File: src/rtl/uart_tx_block_serializer_if.sv
// rtl/uart_tx_block_serializer_if.sv - block-in / byte-out handshake bundle for uart_tx_block_serializer
interface uart_tx_block_serializer_if #(
  parameter int NUM_BYTES = 16
);
  // Upstream block side
  logic                   Block_DV_in;
  logic [8*NUM_BYTES-1:0] Block_in;
  logic                   Block_Ready_out;
  // UART transmitter side
  logic                   Tx_Active_in;
  logic                   Tx_Done_in;
  logic                   Tx_DV_out;
  logic [7:0]             Tx_Byte_out;
  // Status
  logic                   Busy_out;
  logic                   Block_Done_out;

  // Serializer view
  modport slave (
    input  Block_DV_in, Block_in, Tx_Active_in, Tx_Done_in,
    output Block_Ready_out, Tx_DV_out, Tx_Byte_out, Busy_out, Block_Done_out
  );

  // Driver / environment view
  modport master (
    output Block_DV_in, Block_in, Tx_Active_in, Tx_Done_in,
    input  Block_Ready_out, Tx_DV_out, Tx_Byte_out, Busy_out, Block_Done_out
  );
endinterface

File: src/rtl/uart_tx_block_serializer.sv
// rtl/uart_tx_block_serializer.sv - splits a NUM_BYTES block into MSB-first UART bytes; TX_CHECKSUM_EN appends an XOR byte
module uart_tx_block_serializer #(
  parameter int NUM_BYTES = 16
) (
  input  logic                        CLK,
  input  logic                        RST,
  uart_tx_block_serializer_if.slave   bus
);
  localparam int W  = 8 * NUM_BYTES;
  localparam int CW = $clog2(NUM_BYTES + 2);
`ifdef TX_CHECKSUM_EN
  localparam int TOTAL = NUM_BYTES + 1;
  localparam logic [CW-1:0] NB_C = CW'(NUM_BYTES);
`else
  localparam int TOTAL = NUM_BYTES;
`endif
  localparam logic [CW-1:0] TOTAL_C = CW'(TOTAL);

  typedef enum logic [2:0] {IDLE, SEND, WAIT_DONE, WAIT_IDLE, FINISH} state_t;

  state_t          state_q, state_d;
  logic [W-1:0]    shift_q, shift_d;
  logic [CW-1:0]   cnt_q, cnt_d;
  logic [7:0]      tx_byte_q, tx_byte_d;
  logic            done_prev_q, done_prev_d;
  logic            fire;
  logic            done_rise;
  logic [7:0]      cur_byte;
`ifdef TX_CHECKSUM_EN
  logic [7:0]      csum_q, csum_d;
`endif

  // Byte to present next: payload MSB first, checksum once all payload bytes are out
`ifdef TX_CHECKSUM_EN
  assign cur_byte = (cnt_q == NB_C) ? csum_q : shift_q[W-1 -: 8];
`else
  assign cur_byte = shift_q[W-1 -: 8];
`endif

  assign done_rise = bus.Tx_Done_in && !done_prev_q;

  // Next-state and datapath decisions
  always_comb begin
    state_d     = state_q;
    shift_d     = shift_q;
    cnt_d       = cnt_q;
    tx_byte_d   = tx_byte_q;
    done_prev_d = bus.Tx_Done_in;
    fire        = 1'b0;
`ifdef TX_CHECKSUM_EN
    csum_d      = csum_q;
`endif
    case (state_q)
      IDLE: begin
        if (bus.Block_DV_in) begin
          shift_d = bus.Block_in;
          cnt_d   = '0;
`ifdef TX_CHECKSUM_EN
          csum_d  = 8'h00;
`endif
          state_d = SEND;
        end
      end
      SEND: begin
        if (!bus.Tx_Active_in && !bus.Tx_Done_in) begin
          fire      = 1'b1;
          tx_byte_d = cur_byte;
          // Arm the edge detector as if Done were high: a Done already high
          // on the first WAIT_DONE cycle is stale and must not count.
          done_prev_d = 1'b1;
`ifdef TX_CHECKSUM_EN
          if (cnt_q < NB_C) csum_d = csum_q ^ cur_byte;
`endif
          state_d = WAIT_DONE;
        end
      end
      WAIT_DONE: begin
        if (done_rise) begin
          shift_d = shift_q << 8;
          cnt_d   = cnt_q + 1'b1;
          state_d = WAIT_IDLE;
        end
      end
      WAIT_IDLE: begin
        if (!bus.Tx_Done_in && !bus.Tx_Active_in)
          state_d = (cnt_q < TOTAL_C) ? SEND : FINISH;
      end
      FINISH:  state_d = IDLE;
      default: state_d = IDLE;
    endcase
  end

  // State and datapath registers with synchronous reset
  always_ff @(posedge CLK) begin
    if (RST) begin
      state_q     <= IDLE;
      shift_q     <= '0;
      cnt_q       <= '0;
      tx_byte_q   <= 8'h00;
      done_prev_q <= 1'b0;
`ifdef TX_CHECKSUM_EN
      csum_q      <= 8'h00;
`endif
    end else begin
      state_q     <= state_d;
      shift_q     <= shift_d;
      cnt_q       <= cnt_d;
      tx_byte_q   <= tx_byte_d;
      done_prev_q <= done_prev_d;
`ifdef TX_CHECKSUM_EN
      csum_q      <= csum_d;
`endif
    end
  end

  assign bus.Block_Ready_out = (state_q == IDLE) && !RST;
  assign bus.Tx_DV_out       = fire && !RST;
  assign bus.Tx_Byte_out     = RST ? 8'h00 : (fire ? cur_byte : tx_byte_q);
  assign bus.Busy_out        = (state_q != IDLE) && !RST;
  assign bus.Block_Done_out  = (state_q == FINISH) && !RST;
endmodule

File: src/flat_wrapper.sv
// flat-port wrapper written by rule: the top's interface ports become plain ports
module uart_tx_block_serializer_flat 
#(
  parameter int NUM_BYTES = 16
)
  (CLK, RST, bus_Block_DV_in, bus_Block_in, bus_Tx_Active_in, bus_Tx_Done_in, bus_Block_Ready_out, bus_Tx_DV_out, bus_Tx_Byte_out, bus_Busy_out, bus_Block_Done_out);
  uart_tx_block_serializer_if #(.NUM_BYTES(NUM_BYTES)) bus_i ();
  input  logic CLK;
  input  logic RST;
  input wire logic [$bits(bus_i.Block_DV_in)-1:0] bus_Block_DV_in;
  input wire logic [$bits(bus_i.Block_in)-1:0] bus_Block_in;
  input wire logic [$bits(bus_i.Tx_Active_in)-1:0] bus_Tx_Active_in;
  input wire logic [$bits(bus_i.Tx_Done_in)-1:0] bus_Tx_Done_in;
  output wire logic [$bits(bus_i.Block_Ready_out)-1:0] bus_Block_Ready_out;
  output wire logic [$bits(bus_i.Tx_DV_out)-1:0] bus_Tx_DV_out;
  output wire logic [$bits(bus_i.Tx_Byte_out)-1:0] bus_Tx_Byte_out;
  output wire logic [$bits(bus_i.Busy_out)-1:0] bus_Busy_out;
  output wire logic [$bits(bus_i.Block_Done_out)-1:0] bus_Block_Done_out;
  assign bus_i.Block_DV_in = bus_Block_DV_in;
  assign bus_i.Block_in = bus_Block_in;
  assign bus_i.Tx_Active_in = bus_Tx_Active_in;
  assign bus_i.Tx_Done_in = bus_Tx_Done_in;
  assign bus_Block_Ready_out = bus_i.Block_Ready_out;
  assign bus_Tx_DV_out = bus_i.Tx_DV_out;
  assign bus_Tx_Byte_out = bus_i.Tx_Byte_out;
  assign bus_Busy_out = bus_i.Busy_out;
  assign bus_Block_Done_out = bus_i.Block_Done_out;
  uart_tx_block_serializer #(.NUM_BYTES(NUM_BYTES)) u_core (.CLK(CLK), .RST(RST), .bus(bus_i));
endmodule
File: config.mk
export PLATFORM = sky130hd
export DESIGN_NAME = uart_tx_block_serializer_flat
export DESIGN_NICKNAME = d
export VERILOG_FILES = /design/src/rtl/uart_tx_block_serializer_if.sv /design/src/rtl/uart_tx_block_serializer.sv /design/src/flat_wrapper.sv
export SDC_FILE = /design/constraint.sdc
export NUM_CORES = 1
export LEC_CHECK = 0
export ABC_AREA = 1
export BUFFER_PORTS_ARGS = -buffer_cell sky130_fd_sc_hd__buf_2
export CAP_MARGIN = 10
export CORE_MARGIN = 1.5
export CORE_UTILIZATION = 52
export DETAILED_ROUTE_END_ITERATION = 8
export PLACE_DENSITY = 0.75
export SYNTH_ARGS = -nofsm -noshare
export SYNTH_HDL_FRONTEND = slang
export SYNTH_SLANG_ARGS = --single-unit
File: constraint.sdc
create_clock -name CLK -period 1.83 [get_ports CLK]
set_input_delay 0.0915 -clock CLK [delete_from_list [all_inputs] [get_ports CLK]]
set_output_delay 0.0915 -clock CLK [all_outputs]
set_load 0.005 [all_outputs]
==> results by stage <==
Pwr:
- The switching power share of the total is 41.3%.
- The cell-internal power is 9.13 mW.
- IR analysis of the VDD net gives a maximum drop of 0.933 mV.
- The combinational group share of total power is 46.8%.
- The power per cell area is 1710 nW/um2.
- The net load switching power is 6.43 mW.
- The leakage power summed over all cells is 4.81 nW.
- The share of total power dissipated in the clock network is 21.4%.
- The proportion of power drawn by flip-flops and latches is 31.8%.

Floorplan:
- The die is 121 um wide.
- The initialized floorplan defines 42 standard-cell rows.
- Measured along the y axis, the die boundary spans 121 um.
- The initial core utilization is 53.9%.
- The I/O pin count is 145.
- The full die area is 14600 um2.
- The total core area is 13400 um2.

Cells and area:
- The number of nets in the layout is 1473.
- Once layout is complete, the utilization of the core stands at 67.9%.
- The number of antenna diodes in the final layout is 0.
- The fill cell total of the finished layout is 1227.
- The area taken by flip-flops and latches is 2910 um2.
- Relative to the synthesized area, the layout overhead comes to 25.9%.
- The post-route netlist has 17.3% of its cells at a drive strength greater than 1.
- Summing all multi-input logic gate instances after layout gives 3570 um2.

CTS:
- The CTS tree is built.
- The H-tree was split into 4 levels.
- TritonCTS created 17 clock buffers.
- The CTS root buffer is clkbuf_16.
- The clock transition at the registers of the reported paths is 60 ps.
- The maximum root-to-sink buffer count is 2.
- The clock latency on the worst-skew pair is 420 ps.
- The TritonCTS sink count is 145.

Synthesis:
- The count of warnings emitted by yosys is 0.
- Of the post-synthesis cell area, the dominant cell type holds 40.2%.
- The average instance in the mapped netlist occupies 6.03 um2.
- Summing every instance area after synthesis gives 7220 um2.
- The synthesized design spends more area on one cell type than any other, namely dfxtp_1.
- Yosys mapped the design onto 26 distinct sky130hd cell types.
- The most common cell in the synthesized netlist is nand2_1.
- The commonest cells after synthesis are 403 x nand2_1, 256 x nor2_1, 145 x dfxtp_1, 129 x inv_1, 119 x o21ai_0.
- The sequential cell area fraction in the yosys report is 40.2%.
- Yosys attributes the largest share of cell area to dfxtp_1 40%, nand2_1 21%, nor2_1 13%, o21ai_0 8.2%, inv_1 6.7%.
- Yosys mapped a number of flops with a built-in enable equal to 0.
- The post-synthesis async set-or-reset flop share is 0%.
- Among all flip-flop cells after synthesis, the most frequent one is dfxtp_1.
- Counting flops and latches in the post-synthesis netlist gives 145.
- The total nets after synthesis is 1331.
- The number of standard cells after synthesis is 1197.

Route:
- The first TritonRoute pass finished after 4 iterations.
- The detail route stage leaves a number of antenna-violating nets equal to 0.
- Dividing the detail-routed wire length by the instance count gives 11.3 um.
- For this block, the via count after detailed routing is 7223.
- The detailed router finished its first iteration with 546 violations.
- The total routed wirelength is 17.2 mm.
- The detail-routed via count per cell is 4.73.
- The number of remaining DRC errors is 0.

STA:
- Timing would allow up to 545 MHz.
- The final setup violation count is 1.
- The headroom to the max-slew limit is 67.9%.
- The worst-case setup margin in the final layout is -5.86 ps.
- Setup repair after global routing could not meet its margin everywhere.
- The total count of hold-check failures in the final report is 0.
- At the pin with the least slew margin, the transition time is 479 ps.
- Dividing the final minimum period by the clock period gives 100%.
- The final max-slew violation count is 0.
- Across the routed clock network, the largest skew measured is 8.17 ps.
- The shortest period the worst path allows is 1840 ps.

Critical path:
- The signal on the critical path passes through inv_8 > nor2_4 > nand2_4 > nor2_4 > buf_12 > o21ai_2 > a21oi_2 > buf_2.
- Of all nets on the critical path, the largest fanout is 6.
- The cell with the largest stage delay on the worst path is dfxtp_4.
- Counting stages on the worst path, the most repeated cell is nor2_4.
- The worst setup path is captured at an output port.
- STA classifies the critical path startpoint as a flop.
- The data required time of the critical path is 1740 ps.
- The critical path class is reg2out.
- The signal arrival time at the worst endpoint is 1740 ps.
- The peak per-stage delay on the critical path is 370 ps.

Placement:
- Before CTS, the worst setup slack after placement is 151 ps.
- The number of buffer cells added on primary ports is 144.
- The global placer's final weighted congestion is 0.843.
- The HPWL after detailed placement is 11.1 mm.

Global routing:
- The first global-routing pass estimated 27.7 mm of wire.
- The via count of the first global-routing pass is 6242.
- In the global route stage, overall resource usage came out at 23.7%.
- After global routing the overflow that remains totals 0.
- The initial antenna violation count was 0.
- Entering global routing, the biggest net connects 62 pins.

Run:
- Across the run, the number of max-cap violations was 0.

Run status:
- The checks that failed: negative setup slack.
- The flow ran to the end, but the final reports show violations.

Min path:
- The tightest min-delay check is of the in2reg type.
-- per-layer routing --
metal	wire length [um]	global-route usage [%]	share of wire [%]
met1	7910	30.6	46
met2	8090	38.6	47
met3	954	6.39	5.5
met4	274	7.87	1.6
met5	0	0	0
-- power groups by stage --
| stage | Sequential, mW | Clock (mW) | Combinational (mW) |
|---|---|---|---|
| 4_1_cts | 4.93 | 3.38 | 7.19 |
| 5_1_grt | 5.06 | 3.51 | 8.49 |
| 6_report | 4.94 | 3.33 | 7.28 |
| 3_5_place_dp | 4.97 | 0 | 6.97 |
| 3_3_place_gp | 4.92 | 0 | 6.86 |
| 2_1_floorplan | 4.88 | 0 | 5.59 |
-- critical path: cells and delay by family, from the launching register on --
family | cells | cell delay, ps
AOI/OAI and AO/OA | 2 | 230
buffers and inverters | 3 | 340
DFF | 1 | 370
and+or+nand+nor | 3 | 370
-- flip-flops by register name, indices dropped and copies added (netlist names) --
signal / flops
u_core.done_prev_q: 1
u_core.cnt_q: 5
u_core.state_q: 3
u_core.shift_q: 128
u_core.tx_byte_q: 8
-- cells in the final DEF (no fill, tap or decap), drive strengths merged --
master       Yosys  routed
nand2          407     407
clkbuf          27      28
inv            134     134
clkinv           0       2
clkinvlp         0       1
buf             47     174
nor4             1       1
dlygate4sd3      0      22
nand4           10      10
dfxtp          145     145
o21a             1       1
ha               1       1
bufinv           0       1
nor3             2       2
nand3           15      15
o21ai          120     120
nor2           258     258
a21oi           29      29
-- kinds of logic after synthesis --
family          after synthesis  share of synthesized area (%)
buf+inv                     208                           11.9
flops                       145                           40.2
fa+ha+maj                     1                          0.173
compound gates              150                           10.4
simple gates                693                           37.3
-- per-stage QoR --
| step | setup TNS, ps | power, mW | hold slack [ps] | cell area, um2 | instances |
|---|---|---|---|---|---|
| 6_report | -5.86 | 15.6 | 7.78 | 9100 | 1527 |
| 5_1_grt | -455 | 17.1 | 17.5 | 9100 | 1527 |
| 4_1_cts | -39.9 | 15.5 | 0.429 | 8980 | 1520 |
| 3_5_place_dp | 0 | 11.9 | 345 | 8100 | 1463 |
| 3_3_place_gp | 0 | 11.8 | 326 | 8100 | 1463 |
| 2_1_floorplan | 0 | 10.5 | 215 | 7220 | 1197 |
-- final timing paths --
| check | slack [ps] | depth (start not counted) | to | startpoint |
|---|---|---|---|---|
| worst max register to register | 100 | 10 | u_core.shift_q[101] | u_core.state_q[0] |
| worst min-delay path | 8 | 5 | u_core.shift_q[26] | bus_Block_in[26] |
| worst max-delay path | -6 | 8 | bus_Tx_Byte_out[4] | u_core.state_q[0] |
| worst min register to register | 460 | 2 | u_core.shift_q[4] | u_core.shift_q[4] |
-- cell type report --
cell class | instances | share of cell area [%]
Multi-Input combinational cell | 844 | 39.3
Clock buffer | 27 | 5.75
Inverter | 134 | 5.67
Sequential cell | 145 | 32.0
Tap cell | 176 | 2.42
Timing Repair Buffer | 197 | 14.4
Clock inverter | 4 | 0.523
-- what timing repair did --
action | CTS | global route
hold buffers | 22 | 0
endpoints found under the setup margin | 8 | 8
endpoints found under the hold margin | 22 | 0
gates resized for setup | 13 | 23
gates cloned | 1 | 1
pin swaps | 1 | 2
setup buffers | 3 | 7
Power figures use the tool's default switching activity.
